File: src/rtl/fft_peak_finder.sv
// Post-FFT peak search: scans bins MIN_BIN..N/2-1 and reports the largest re^2+im^2.
// Optional PEAK_THRESH_EN adds a threshold input; weak maxima then report bin 0.
module fft_peak_finder #(
    parameter int bit_width = 16,
    parameter int M         = 9,
    parameter int N         = 512,
    parameter int MIN_BIN   = 1,
    parameter int RD_LAT    = 1
) (
    input  logic                   clk,
    input  logic                   reset,
    input  logic                   fft_done,
    input  logic [2*bit_width-1:0] wd,
`ifdef PEAK_THRESH_EN
    input  logic [2*bit_width-1:0] threshold,
`endif
    output logic [M-1:0]           rd_adr,
    output logic                   busy,
    output logic                   peak_valid,
    output logic [M-1:0]           peak_bin,
    output logic [2*bit_width-1:0] peak_mag,
    output logic                   frame_release
);

    localparam int W2  = 2 * bit_width;
    localparam int DCW = $clog2(RD_LAT + 3);
    localparam logic [M-1:0]   FIRST = M'(MIN_BIN);
    localparam logic [M-1:0]   LAST  = M'(N / 2 - 1);
    localparam logic [DCW-1:0] DLAST = DCW'(RD_LAT + 1);

    typedef enum logic [1:0] {
        IDLE,
        SCAN,
        DRAIN,
        REPORT
    } state_t;

    state_t r_state;
    state_t w_next;

    logic           r_done_q;
    logic           r_done_qq;
    logic           w_rise;
    logic           w_start;
    logic           w_report;
    logic [M-1:0]   r_adr;
    logic [DCW-1:0] r_drain_cnt;

    logic           r_tag_v   [RD_LAT];
    logic [M-1:0]   r_tag_bin [RD_LAT];

    logic signed [bit_width-1:0] w_re;
    logic signed [bit_width-1:0] w_im;
    logic signed [W2-1:0]        w_re_x;
    logic signed [W2-1:0]        w_im_x;
    logic signed [W2-1:0]        r_re2;
    logic signed [W2-1:0]        r_im2;
    logic                        r_s1_v;
    logic [M-1:0]                r_s1_bin;
    logic [W2-1:0]               r_sum;
    logic                        r_s2_v;
    logic [M-1:0]                r_s2_bin;

    logic [W2-1:0] r_max_mag;
    logic [M-1:0]  r_max_bin;
    logic          w_upd;
    logic [W2-1:0] w_max_mag;
    logic [M-1:0]  w_max_bin;
    logic [M-1:0]  w_bin_out;

    // Two-flop sample of fft_done: a held level never looks like a new edge
    always_ff @(posedge clk or negedge reset) begin
        if (!reset) begin
            r_done_q  <= 1'b0;
            r_done_qq <= 1'b0;
        end else begin
            r_done_q  <= fft_done;
            r_done_qq <= r_done_q;
        end
    end

    assign w_rise   = r_done_q & ~r_done_qq;
    assign w_start  = (r_state == IDLE) && w_rise;
    assign w_report = (w_next == REPORT);

    always_ff @(posedge clk or negedge reset) begin
        if (!reset) r_state <= IDLE;
        else        r_state <= w_next;
    end

    always_comb begin
        w_next = r_state;
        unique case (r_state)
            IDLE: begin
                if (w_rise) w_next = SCAN;
            end
            SCAN: begin
                if (!r_done_q)         w_next = IDLE;
                else if (r_adr == LAST) w_next = DRAIN;
            end
            DRAIN: begin
                if (!r_done_q)               w_next = IDLE;
                else if (r_drain_cnt == DLAST) w_next = REPORT;
            end
            REPORT: begin
                w_next = IDLE;
            end
            default: begin
                w_next = IDLE;
            end
        endcase
    end

    always_ff @(posedge clk or negedge reset) begin
        if (!reset) begin
            r_adr <= '0;
        end else begin
            unique case (w_next)
                SCAN:    r_adr <= (r_state == SCAN) ? r_adr + M'(1) : FIRST;
                DRAIN:   r_adr <= r_adr;
                default: r_adr <= '0;
            endcase
        end
    end

    always_ff @(posedge clk or negedge reset) begin
        if (!reset)                 r_drain_cnt <= '0;
        else if (r_state == DRAIN)  r_drain_cnt <= r_drain_cnt + DCW'(1);
        else                        r_drain_cnt <= '0;
    end

    // Bin tag follows the RAM read latency so it lines up with wd
    always_ff @(posedge clk or negedge reset) begin
        if (!reset) begin
            for (int i = 0; i < RD_LAT; i++) begin
                r_tag_v[i]   <= 1'b0;
                r_tag_bin[i] <= '0;
            end
        end else if (w_start) begin
            for (int i = 0; i < RD_LAT; i++) r_tag_v[i] <= 1'b0;
        end else begin
            r_tag_v[0]   <= (r_state == SCAN);
            r_tag_bin[0] <= r_adr;
            for (int i = 1; i < RD_LAT; i++) begin
                r_tag_v[i]   <= r_tag_v[i-1];
                r_tag_bin[i] <= r_tag_bin[i-1];
            end
        end
    end

    assign w_re   = wd[W2-1:bit_width];
    assign w_im   = wd[bit_width-1:0];
    assign w_re_x = {{bit_width{w_re[bit_width-1]}}, w_re};
    assign w_im_x = {{bit_width{w_im[bit_width-1]}}, w_im};

    always_ff @(posedge clk or negedge reset) begin
        if (!reset) begin
            r_re2    <= '0;
            r_im2    <= '0;
            r_s1_v   <= 1'b0;
            r_s1_bin <= '0;
            r_sum    <= '0;
            r_s2_v   <= 1'b0;
            r_s2_bin <= '0;
        end else begin
            r_re2    <= w_re_x * w_re_x;
            r_im2    <= w_im_x * w_im_x;
            r_s1_v   <= w_start ? 1'b0 : r_tag_v[RD_LAT-1];
            r_s1_bin <= r_tag_bin[RD_LAT-1];
            r_sum    <= W2'(unsigned'(r_re2)) + W2'(unsigned'(r_im2));
            r_s2_v   <= w_start ? 1'b0 : r_s1_v;
            r_s2_bin <= r_s1_bin;
        end
    end

    // Strict compare: equal magnitudes keep the earlier (lower) bin
    assign w_upd     = r_s2_v && (r_sum > r_max_mag);
    assign w_max_mag = w_upd ? r_sum : r_max_mag;
    assign w_max_bin = w_upd ? r_s2_bin : r_max_bin;

    always_ff @(posedge clk or negedge reset) begin
        if (!reset) begin
            r_max_mag <= '0;
            r_max_bin <= '0;
        end else if (w_start) begin
            r_max_mag <= '0;
            r_max_bin <= FIRST;
        end else begin
            r_max_mag <= w_max_mag;
            r_max_bin <= w_max_bin;
        end
    end

`ifdef PEAK_THRESH_EN
    assign w_bin_out = (w_max_mag < threshold) ? '0 : w_max_bin;
`else
    assign w_bin_out = w_max_bin;
`endif

    always_ff @(posedge clk or negedge reset) begin
        if (!reset) begin
            peak_valid    <= 1'b0;
            frame_release <= 1'b0;
            peak_bin      <= '0;
            peak_mag      <= '0;
        end else begin
            peak_valid    <= w_report;
            frame_release <= w_report;
            if (w_report) begin
                peak_bin <= w_bin_out;
                peak_mag <= w_max_mag;
            end
        end
    end

    assign rd_adr = r_adr;
    assign busy   = (r_state == SCAN) || (r_state == DRAIN);

endmodule

File: config.mk
export PLATFORM = sky130hd
export DESIGN_NAME = fft_peak_finder
export DESIGN_NICKNAME = d
export VERILOG_FILES = /design/src/rtl/fft_peak_finder.sv
export SDC_FILE = /design/constraint.sdc
export NUM_CORES = 2
export LEC_CHECK = 0
export CAP_MARGIN = 30
export CORE_ASPECT_RATIO = 1.75
export CORE_MARGIN = 4
export CORE_UTILIZATION = 40
export DETAILED_ROUTE_END_ITERATION = 10
export SYNTH_ARGS = -nofsm -noshare
export SYNTH_HDL_FRONTEND = slang
export SYNTH_SLANG_ARGS = --single-unit
File: constraint.sdc
create_clock -name clk -period 5.7 [get_ports clk]
set_input_delay 0.57 -clock clk [delete_from_list [all_inputs] [get_ports clk]]
set_output_delay 0.57 -clock clk [all_outputs]
set_load 0.03 [all_outputs]
==> key figures <==
Setup path
  – CP arrival: between 6000 and 7000 ps
  – Crit end category: register
  – Reg-to-reg startpoint: rd_adr[0]$_DFFE_PN0P_
  – Register-to-Register Path Depth: 14
  – R2r setup slk: between 2000 and 2500 ps
  – Worst Setup Path Type: in2reg
  – Crit path max fanout: 5
  – CP required: approximately 6100 ps
  – Crit path from: wd[5]
  – CP Capture Point: r_im2[30]$_DFF_PN0_
  – Critical path startpoint category: input pin
  – Reg2Reg Capture Point: peak_mag[13]$_DFFE_PN0P_

Routing
  – Vias: just under 20000
  – 1st-pass router iterations: 5
  – DRT iter0 DRCs: 628
  – DR DRC count: 0
  – Metal2 WL: between 30 and 40 mm
  – Wl on met1: 22.09 mm
  – DR vias/cell: between 4 and 5
  – Routed wl met3: 1.474 mm
  – DR top layer: met4
  – Post-route ant nets: 0
  – WL final: 64.78 mm
  – Avg WL per Cell: between 15 and 20 um

Layout
  – Most common cell after layout, fill and taps aside: inv_1
  – Commonest non-fill, non-tap cells in the layout: 651 x inv_1, 441 x fa_1, 381 x buf_4, 237 x nand2_1
  – NumNets Final: roughly 3900
  – Fraction of layout cells with a size suffix above 1: 0.2250
  – # diodes: 0
  – Area grow syn2layout: 25.69%
  – Final non-filler cell total: 4093
  – Fillers: between 6000 and 7000

Timing
  – Slew Viols, Final: 0
  – Aggregate negative setup slack: -32.83 ps
  – Worst Skew: between 20 and 30 ps
  – Worst-margin pin slew: around 1000 ps
  – Crit share post-route: 1.006
  – Fmax: 0.1744 GHz
  – Min cycle time layout: 5733 ps
  – RSZ-0062 raised after global routing: yes
  – Relative slew slack: 0.3159
  – # setup viols final: 1
  – Final worst slack: -32.83 ps
  – Final hold vios: 0

Synth
  – Async SR Flop Fraction: 1.000
  – Count of cell types in the netlist: 60
  – Sequential-to-total area share from yosys stat: 0.2074
  – Post-synthesis cell count: 2716
  – Synth Flop Type: dfrtp_1
  – Mean post-synth cell area: slightly below 10 sq um
  – Flops & latches, synth: ~220
  – Syn Std Cell Area: 26780 sq um
  – Post-synth EDFFs: 0
  – Post-Syn Nets: approximately 3500
  – Yosys warnings: 0

Floorplanning
  – Starting Density: 0.4039
  – Die H: ~350 um
  – Io pins: just under 90
  – Total core area: 66310 sq um
  – Die area: 71320 sq um
  – FP Rows: about 130
  – Die width: 203.6 um

GRT
  – Global-route wire length before repair: between 100 and 150 mm
  – GRT Total Usage: 0.1839
  – Vias in the first global route: about 22000
  – Largest net degree at the start of global routing: 133
  – Gr ovfl total: 0
  – Initial antenna violation count: 0

Worst hold path
  – Hold Path Class: in2async

Job
  – Max_cap viols: 0

Placement
  – Cells after DPL: about 4000
  – IO Port Bufs: 87
  – Post-DP HPWL: 54.05 mm
  – GPL Wtd Cong: about 0.9

CTS
  – Htree depth: 1
  – CTS Hold Bufs: 0
  – Total CTS buffers: 21
  – CTS tree: yes
  – CTS max path bufs: 3
  – Sink Count: 222
  – Worst-path clk slew: 70 ps
  – Root Buffer: clkbuf_16
  – Worst-Skew Late Latency: around 520 ps

Status
  – Failing checks: setup timing
  – Outcome: complete, but fails checks
## logic make-up after synthesis
family	after synthesis	share of synthesized area
AO/OA/AOI/OAI	295	0.07036
multiplexers	43	0.01612
AND/OR/NAND/NOR	566	0.09559
flip-flops	222	0.2074
buffers and inverters	758	0.1066
XOR/XNOR	116	0.03793
adder cells (fa/ha/maj)	716	0.4660
## final cells by class
cell class              count  area (sq um)  share of cell area
multi-input cells        1736         19290              0.5732
clock buffers              26         554.3             0.01647
well taps                 889          1112             0.03304
clock inverters            12         140.1            0.004163
inverters                 692          2614             0.07765
flip-flops and latches    222          5555              0.1650
repair buffers            516          4392              0.1305
## registers in the layout, summed over array words and instances (netlist names), 2 cells and up
register     count
peak_mag        32
r_max_mag       32
r_sum           32
r_im2           31
r_re2           31
peak_bin         9
r_max_bin        9
r_s1_bin         9
r_s2_bin         9
r_tag_bin        9
rd_adr           9
r_drain_cnt      2
r_state          2
## cell usage after synthesis, types with 2 or more instances
master | count | area share
a2111oi_0 | 2 | 0.00065
a211oi_1 | 9 | 0.0025
a211oi_2 | 3 | 0.0014
a21boi_0 | 3 | 0.00084
a21o_1 | 30 | 0.0084
a21o_2 | 3 | 0.00098
a21oi_1 | 78 | 0.015
a21oi_2 | 4 | 0.0013
a221o_1 | 2 | 0.00075
a221oi_1 | 3 | 0.00098
a221oi_2 | 2 | 0.0011
a311oi_1 | 3 | 0.00098
a31o_2 | 9 | 0.0029
a31oi_1 | 8 | 0.0019
a32o_1 | 2 | 0.00075
and2_1 | 82 | 0.019
and3_1 | 15 | 0.0035
buf_2 | 5 | 0.00093
clkbuf_1 | 59 | 0.0083
dfrtp_1 | 222 | 0.21
fa_1 | 469 | 0.35
ha_1 | 247 | 0.12
inv_1 | 690 | 0.097
mux2i_1 | 42 | 0.016
nand2_1 | 254 | 0.036
nand2b_1 | 11 | 0.0026
nand3_1 | 21 | 0.0039
nand4_1 | 11 | 0.0026
nor2_1 | 131 | 0.018
nor2b_1 | 16 | 0.0037
nor3_1 | 12 | 0.0022
o2111ai_1 | 2 | 0.00065
o211ai_1 | 6 | 0.0017
o21a_1 | 11 | 0.0031
o21ai_0 | 87 | 0.016
o21ai_1 | 6 | 0.0011
o21ai_2 | 2 | 0.00065
o21bai_1 | 7 | 0.0020
o22ai_1 | 2 | 0.00047
o31ai_1 | 2 | 0.00056
o41ai_1 | 2 | 0.00065
or2_2 | 6 | 0.0014
or3_1 | 4 | 0.00093
xnor2_1 | 81 | 0.026
xor2_1 | 35 | 0.011
## worst max-delay path: stages
cell and delay (ps):
buf_6 90, buf_6 120, buf_6 110, and2_4 150
fa_1 480, inv_1 50, fa_1 450, fa_2 550
inv_2 40, fa_1 470, fa_1 530, inv_2 40
fa_1 510, inv_2 50, ha_4 230, buf_6 120
nand4_1 190, buf_4 150, nor3_2 40, a21oi_2 150
o41ai_4 120, a221oi_4 350, nor3_2 80, nor3_2 250
a21oi_2 90, xor2_1 160
## routing by layer
layer / vias up / track usage
met3: 175 / 0.01313
met2: 322 / 0.3791
met5: - / 0
li1: 9172 / -
met4: 0 / 0.07343
met1: 9980 / 0.1876
## worst min-delay path by stage
stage                                         end
after global routing        rd_adr[7]$_DFFE_PN0P_
after global placement      r_s2_bin[8]$_DFF_PN0_
final                       rd_adr[5]$_DFFE_PN0P_
after CTS                   rd_adr[3]$_DFFE_PN0P_
after floorplan           frame_release$_DFF_PN0_
after detailed placement    r_s2_bin[0]$_DFF_PN0_
## per-stage QoR
stage               setup slack, ps  instance area [sq um]    util  hold WS, ps
global placement             -931.4                  31600  0.4765        336.2
detailed placement           -976.1                  31620  0.4768        336.4
finish                       -32.83                  33660  0.5076        78.19
global route                 -202.8                  33660  0.5076        183.4
floorplan                    -140.7                  27200       -        274.4
CTS                          -45.79                  32980  0.4973        194.9
## repair_timing
action,in CTS,in global routing
gates resized for setup,154,167
buffers inserted,32,33
hold endpoints to repair,0,0
pin swaps,56,126
gates cloned,5,3
setup endpoints to repair,27,25
Power is not shown: default switching activity piles up to over one toggle a cycle in this logic, so the estimate is an artifact.
